### config.mk
export PLATFORM = sky130hd
export DESIGN_NAME = hazard_unit
export DESIGN_NICKNAME = d
export VERILOG_FILES = /design/src/rtl/hazard_unit.sv
export SDC_FILE = /design/constraint.sdc
export NUM_CORES = 1
export LEC_CHECK = 0
export ABC_CLOCK_PERIOD_IN_PS = 3800
export BUFFER_PORTS_ARGS = -buffer_cell sky130_fd_sc_hd__clkbuf_2
export CORE_MARGIN = 2
export CORE_UTILIZATION = 55
export CTS_BUF_LIST = sky130_fd_sc_hd__clkbuf_2
export DETAILED_ROUTE_END_ITERATION = 16
export GPL_ROUTABILITY_DRIVEN = 0
export PLACE_DENSITY = 0.87
export SLEW_MARGIN = 20
export SYNTH_ARGS = -nofsm -noshare
export SYNTH_HDL_FRONTEND = slang
export SYNTH_SLANG_ARGS = --single-unit
### constraint.sdc
create_clock -name CLK -period 3.8 [get_ports CLK]
set_input_delay 0.57 -clock CLK [delete_from_list [all_inputs] [get_ports CLK]]
set_output_delay 0.57 -clock CLK [all_outputs]
set_load 0.01 [all_outputs]
### src/rtl/hazard_unit.sv
// Pipeline hazard unit: freezes the pipeline on memory/fetch waits, flushes on
// redirects resolved in MEM, and inserts one bubble for load-use hazards.
// Also keeps saturating counters of stall cycles and flush events.
module hazard_unit (
    input  logic        CLK,
    input  logic        nRST,
    input  logic        ihit,
    input  logic        dhit,
    input  logic        exmem_dREN,
    input  logic        exmem_dWEN,
    input  logic        idex_memread,
    input  logic [4:0]  idex_rt,
    input  logic [4:0]  ifid_rs,
    input  logic [4:0]  ifid_rt,
    input  logic        ifid_uses_rt,
    input  logic        exmem_redirect,
    output logic        pc_en,
    output logic        ifid_en,
    output logic        idex_en,
    output logic        exmem_en,
    output logic        memwb_en,
    output logic        ifid_flush,
    output logic        flush_IDEX,
    output logic [15:0] stall_cycles,
    output logic [15:0] flush_events
);

    typedef enum logic [1:0] {
        RUN     = 2'd0,
        DWAIT   = 2'd1,
        LUSTALL = 2'd2,
        FLUSH   = 2'd3
    } state_t;

    state_t state;
    state_t state_next;

    logic mem_busy;
    logic freeze;
    logic loaduse;
    logic redirect_taken;

    assign mem_busy = (exmem_dREN | exmem_dWEN) & ~dhit;
    assign freeze   = mem_busy | ~ihit;
    // Register zero never carries a real dependency, so it cannot cause a stall.
    assign loaduse  = idex_memread & (idex_rt != 5'd0) &
                      ((idex_rt == ifid_rs) | (ifid_uses_rt & (idex_rt == ifid_rt)));

    // Priority decode of enables, flushes and next state.
    always_comb begin
        // NOTE: every output gets a default first so no path can infer a latch.
        pc_en          = 1'b1;
        ifid_en        = 1'b1;
        idex_en        = 1'b1;
        exmem_en       = 1'b1;
        memwb_en       = 1'b1;
        ifid_flush     = 1'b0;
        flush_IDEX     = 1'b0;
        redirect_taken = 1'b0;
        state_next     = RUN;

        if (!nRST) begin
            // Outputs are gated directly by reset so they drop without a clock.
            pc_en      = 1'b0;
            ifid_en    = 1'b0;
            idex_en    = 1'b0;
            exmem_en   = 1'b0;
            memwb_en   = 1'b0;
        end else if (freeze) begin
            pc_en      = 1'b0;
            ifid_en    = 1'b0;
            idex_en    = 1'b0;
            exmem_en   = 1'b0;
            memwb_en   = 1'b0;
            state_next = mem_busy ? DWAIT : state;
        end else if (exmem_redirect) begin
            // Redirect outranks load-use: the stalled instruction is being discarded anyway.
            ifid_flush     = 1'b1;
            flush_IDEX     = 1'b1;
            redirect_taken = 1'b1;
            state_next     = FLUSH;
        end else if (loaduse && (state == RUN || state == DWAIT)) begin
            // In LUSTALL/FLUSH the IF/ID instruction was already resolved, so detection is masked.
            pc_en      = 1'b0;
            ifid_en    = 1'b0;
            flush_IDEX = 1'b1;
            state_next = LUSTALL;
        end
    end

    // State register.
    always_ff @(posedge CLK or negedge nRST) begin
        if (!nRST) begin
            state <= RUN;
        end else begin
            // NOTE: sequential state uses non-blocking assignment so all flops update together.
            state <= state_next;
        end
    end

    // Saturating performance counters.
    always_ff @(posedge CLK or negedge nRST) begin
        if (!nRST) begin
            stall_cycles <= 16'd0;
            flush_events <= 16'd0;
        end else begin
            if (!pc_en && stall_cycles != 16'hFFFF) begin
                stall_cycles <= stall_cycles + 16'd1;
            end
            if (redirect_taken && flush_events != 16'hFFFF) begin
                flush_events <= flush_events + 16'd1;
            end
        end
    end

endmodule
* Yosys cells after proc, flatten, opt, wreduce, memory -nomap -nowiden
Index checks and enable logic that the tools add are counted.
Storage, ports and cells: bits in registers 34, bits of input ports 24, output and inout port bits 39, logic and storage cells 45
Cells by class: add/subtract/negate cells 2, eq/ne operators 6, mux-type cells 18, bitwise operators 9, reductions and logical operators 7
Operators by type and width (number):
- $add 16x1->16 const B | 2
- $ne 16x16->1 const B | 2
- $mux 1 | 13
- $eq 5x5->1 | 2
- $mux 2 | 5
- $reduce_bool 5->1 | 1
- $and 1x1->1 | 4
- $logic_and 1x1->1 | 3
- $ne 3x3->1 const B | 1
- $or 1x1->1 | 3
- $eq 2x1->1 const B | 1
- $logic_not 2->1 | 1
- $not 1->1 | 2
- $logic_not 1->1 | 1
- $logic_or 1x1->1 | 1

* Longest topological paths before layout
word-level depth 11, mapped depth 8, gate-level depth less buffers 7

* Worst setup path before layout
OpenSTA, ideal clock, no wires.
kind input -> output, start point input port idex_rt[1], end point output port pc_en, arrival 1687 ps, required time 3230 ps, setup slack 1543 ps, stages 5, buffers on the path 1, path through or4_1 nor2_2 nor2_1 a31oi_4 buf_4
Between the ends: word-level cells in the longest chain between the ends 9, elaborated cells on any way between the ends 12, those cells by class eq/ne (2); mux (4); bitwise (4); reduce/logical (2)
RTL lines:
- start, declared | line 12 | input logic [4:0] idex_rt,
- $eq 5x5->1 | line 47 | ((idex_rt == ifid_rs) | (ifid_uses_rt & (idex_rt == ifid_rt)));
- $and 1x1->1 | line 47
- $or 1x1->1 | line 47
- $and 1x1->1 (*) | line 46 | assign loaduse = idex_memread & (idex_rt != 5'd0) &
- $logic_and 1x1->1 (*) | line 82 | end else if (loaduse && (state == RUN || state == DWAIT)) begin
- $mux 1 (*) (4 in series)
- end, declared | line 17 | output logic pc_en,
Mark *: on every way between the ends. The rest lies on a longest branch, timed or not.

* Worst setup path after layout
start point input port idex_rt[1], end point output port ifid_en
Between the ends: word-level cells in the longest chain between the ends 9, elaborated cells on any way between the ends 12, those cells by class eq/ne (2); mux (4); bitwise (4); reduce/logical (2)
RTL lines:
- $eq 5x5->1 | line 47
- $and 1x1->1 | line 47
- $or 1x1->1 | line 47
- $and 1x1->1 (*) | line 46
- $logic_and 1x1->1 (*) | line 82
- $mux 1 (*) | line 82
- $mux 1 (*) | line 76 | end else if (exmem_redirect) begin
- $mux 1 (*) | line 69 | end else if (freeze) begin
- $mux 1 (*) | line 62 | if (!nRST) begin
- end, declared | line 18 | output logic ifid_en,
Marked as above.

==> metrics.md <==
| Metric | Value |
|---|---|
| Via density | around 5.3 |
| Synth warn | 0 |
| Post-CTS resize count | 0 |
| Post-Syn Area per Cell | between 10 and 15 µm² |
| DR vias | ~1,500 |
| Ports | 63 |
| Avg WL per Cell | 13.8 µm |
| Pin count of the biggest net entering global routing | 35 |
| Setup bufs post-CTS | 0 |
| Critical Path Source Type | input pin |
| First-pass GRT wire length | approximately 6200 µm |
| Hold Violations, Final | 0 |
| Final WL | ~3900 µm |
| Cell Area, Placed | approximately 0.0021 mm² |
| Die area | between 0.003 and 0.004 mm² |
| Sequential element share of the synthesized area | 0.463 |
| Critical path class | in -> out |
| Drt drc | 0 |
| Ant diodes | 0 |
| Slew HR | 0.593 |
| Max FO, Critical Path | 4 |
| # hold bufs at CTS | 0 |
| Starting DRT DRC Count | 97 |
| Root Buffer | clkbuf_2 |
| TritonCTS Buffers | 5 |
| Number of nets in the layout | about 260 |
| Fill cells | between 200 and 300 |
| Share of cells above drive strength 1 | 0.350 |
| Clock latency on the worst-skew pair | approximately 0.38 ns |
| Mapped Cells | 170 |
| CTS tree | done |
| Clock Path Buffers | 2 |
| Final setup viols | 0 |
| Non-Filler Instances | 281 |
| Fmax | around 410 MHz |
| Final Cycle Share | 0.634 |
| Crit path capture type | output port |
| Reg area | slightly above 800 µm² |
| Prevailing post-synth register cell | dfrtp_1 |
| Pwr Density | 517 mW/mm² |
| Worst Path Arrival | roughly 1.8 ns |
| RSZ-0062 raised after global routing | false |
| Die X | 61.0 µm |
| DRT Pass-1 Iters | 4 |
| Multi-input combinational cell area | just under 900 µm² |
| Core Util, Final | 0.711 |
| Core area | approximately 0.0031 mm² |
| Async SR Flop Fraction | 1.00 |
| Die height | just over 60 µm |
| Design Area, Final | around 0.0022 mm² |
| Dpl hpwl | between 3000 and 4000 µm |
| Clock Skews | approximately 0.029 ns |
| Max-Cap Viols | 0 |
| Seq cells post-synth | 33 |
| Fin Setup TNS | 0 ns |
| Synth cell types | 34 |
| Measured slew at the worst slew-check pin | between 0.6 and 0.7 ns |
| H-Tree Depth | 2 |
| WP data required | between 3 and 4 ns |
| Dpl cells | 273 |
| Worst min path class | in -> async |
| Initial Util | 0.580 |
| Post-synth EDFFs | 0 |
| I/O Buffers | 62 |
| Worst IR Drop VDD | 0.402 mV |
| Area Growth Syn to Fin | 22.6% |
| Synthesized area | 0.00178 mm² |
| Leakage power | roughly 1.0 nW |
| Gr usage total | 0.234 |
| Post-Syn Nets | roughly 200 |
| Sink Count | 33 |
| Antenna Nets Post-Route | 0 |
| Number of global-route vias before repair | roughly 1,400 |
| Worst-path clk slew | between 0.15 and 0.2 ns |
| Final slew viol count | 0 |
| Antenna violations before repair | 0 |
| # rows | 20 |
| Tmin final | 2.41 ns |
| Total gr overflow | 0 |
| Status | finished, final reports clean |
==> cells in the final DEF (no fill, tap or decap), types with 2 or more instances in the layout <==
master | Yosys | layout
and3_1 | 3 | 3
clkbuf_2 | 0 | 68
dfrtp_1 | 33 | 33
ha_1 | 2 | 2
inv_1 | 8 | 8
mux2_4 | 2 | 2
nand2_1 | 15 | 15
nand2b_1 | 2 | 2
nand3_1 | 13 | 13
nand4_1 | 8 | 8
nor2_1 | 11 | 11
nor3_1 | 7 | 7
nor4_1 | 4 | 4
nor4_2 | 2 | 2
nor4b_2 | 2 | 2
xnor2_1 | 22 | 22
xor2_1 | 16 | 16
==> state kept, by name, indices dropped and copies added (netlist names) <==
register and flops:
stall_cycles 16, flush_events 16, state 1
==> cell type report <==
class	count	share of cell area
Multi-Input combinational cell	125	0.409
Sequential cell	33	0.378
Timing Repair Buffer	63	0.145
Tap cell	44	0.0252
Clock inverter	2	0.0154
Clock buffer	6	0.0137
Inverter	8	0.0137
==> path summary, 6_finish.rpt <==
| check | startpoint | slack [ns] | cells after the start | endpoint |
|---|---|---|---|---|
| setup / recovery | idex_rt[1] | 1.39 | 6 | ifid_en |
| hold / removal | nRST | 0.21 | 2 | state[1] |
| setup reg to reg | stall_cycles[3] | 1.64 | 5 | stall_cycles[1] |
| hold reg to reg | flush_events[4] | 0.50 | 1 | flush_events[4] |
| max in group asynchronous | nRST | 3.27 | 2 | flush_events[0] |
| min in group CLK | ihit | 0.41 | 2 | state[1] |
==> synth_stat cells (3+ instances only) <==
cell	number	area, µm²
nor4_1	4	25.0
nor2_1	11	41.3
and3_1	3	18.8
nor3_1	7	35.0
nand2_1	15	56.3
xor2_1	16	140
buf_4	3	22.5
dfrtp_1	33	826
nand4_1	8	50.1
xnor2_1	22	193
nand3_1	13	65.1
inv_1	8	30.0
==> critical path, stage by stage <==
cell,delay [ns]
clkbuf_2,0.11
or4_1,0.53
nor2_2,0.11
nor2_1,0.09
a31oi_4,0.25
clkbuf_2,0.17
==> metrics by stage <==
stage	setup slack [ns]	hold slack, ns	power, W
after floorplan	1.54	0.274	0.000746
after global placement	1.39	0.476	0.000889
after detailed placement	1.38	0.481	0.000909
after CTS	1.38	0.221	0.00114
after global routing	1.33	0.209	0.00121
final	1.39	0.214	0.00113
==> logic make-up after synthesis <==
group,synth area share
DFF,0.463
xor gates and xnor gates,0.187
buffers and inverters,0.0358
muxes,0.0295
AOI/OAI and AO/OA,0.0505
adders and majority gates,0.0140
and+or+nand+nor,0.221
==> metal layers <==
metal / global-route usage / wire length (µm) / up-vias
met3: 0.0832 / 289 / 8
met1: 0.266 / 1510 / 719
met5: 0 / 0 / -
met4: 0.0839 / 53 / 0
li1: - / - / 717
met2: 0.406 / 2030 / 58
==> report_power, final <==
part / switching (W) / internal [W]
logic: 0.000194 / 0.000157
clock network: 0.000117 / 0.000112
registers: 0.000113 / 0.000436
(Power assumes the default switching activity.)
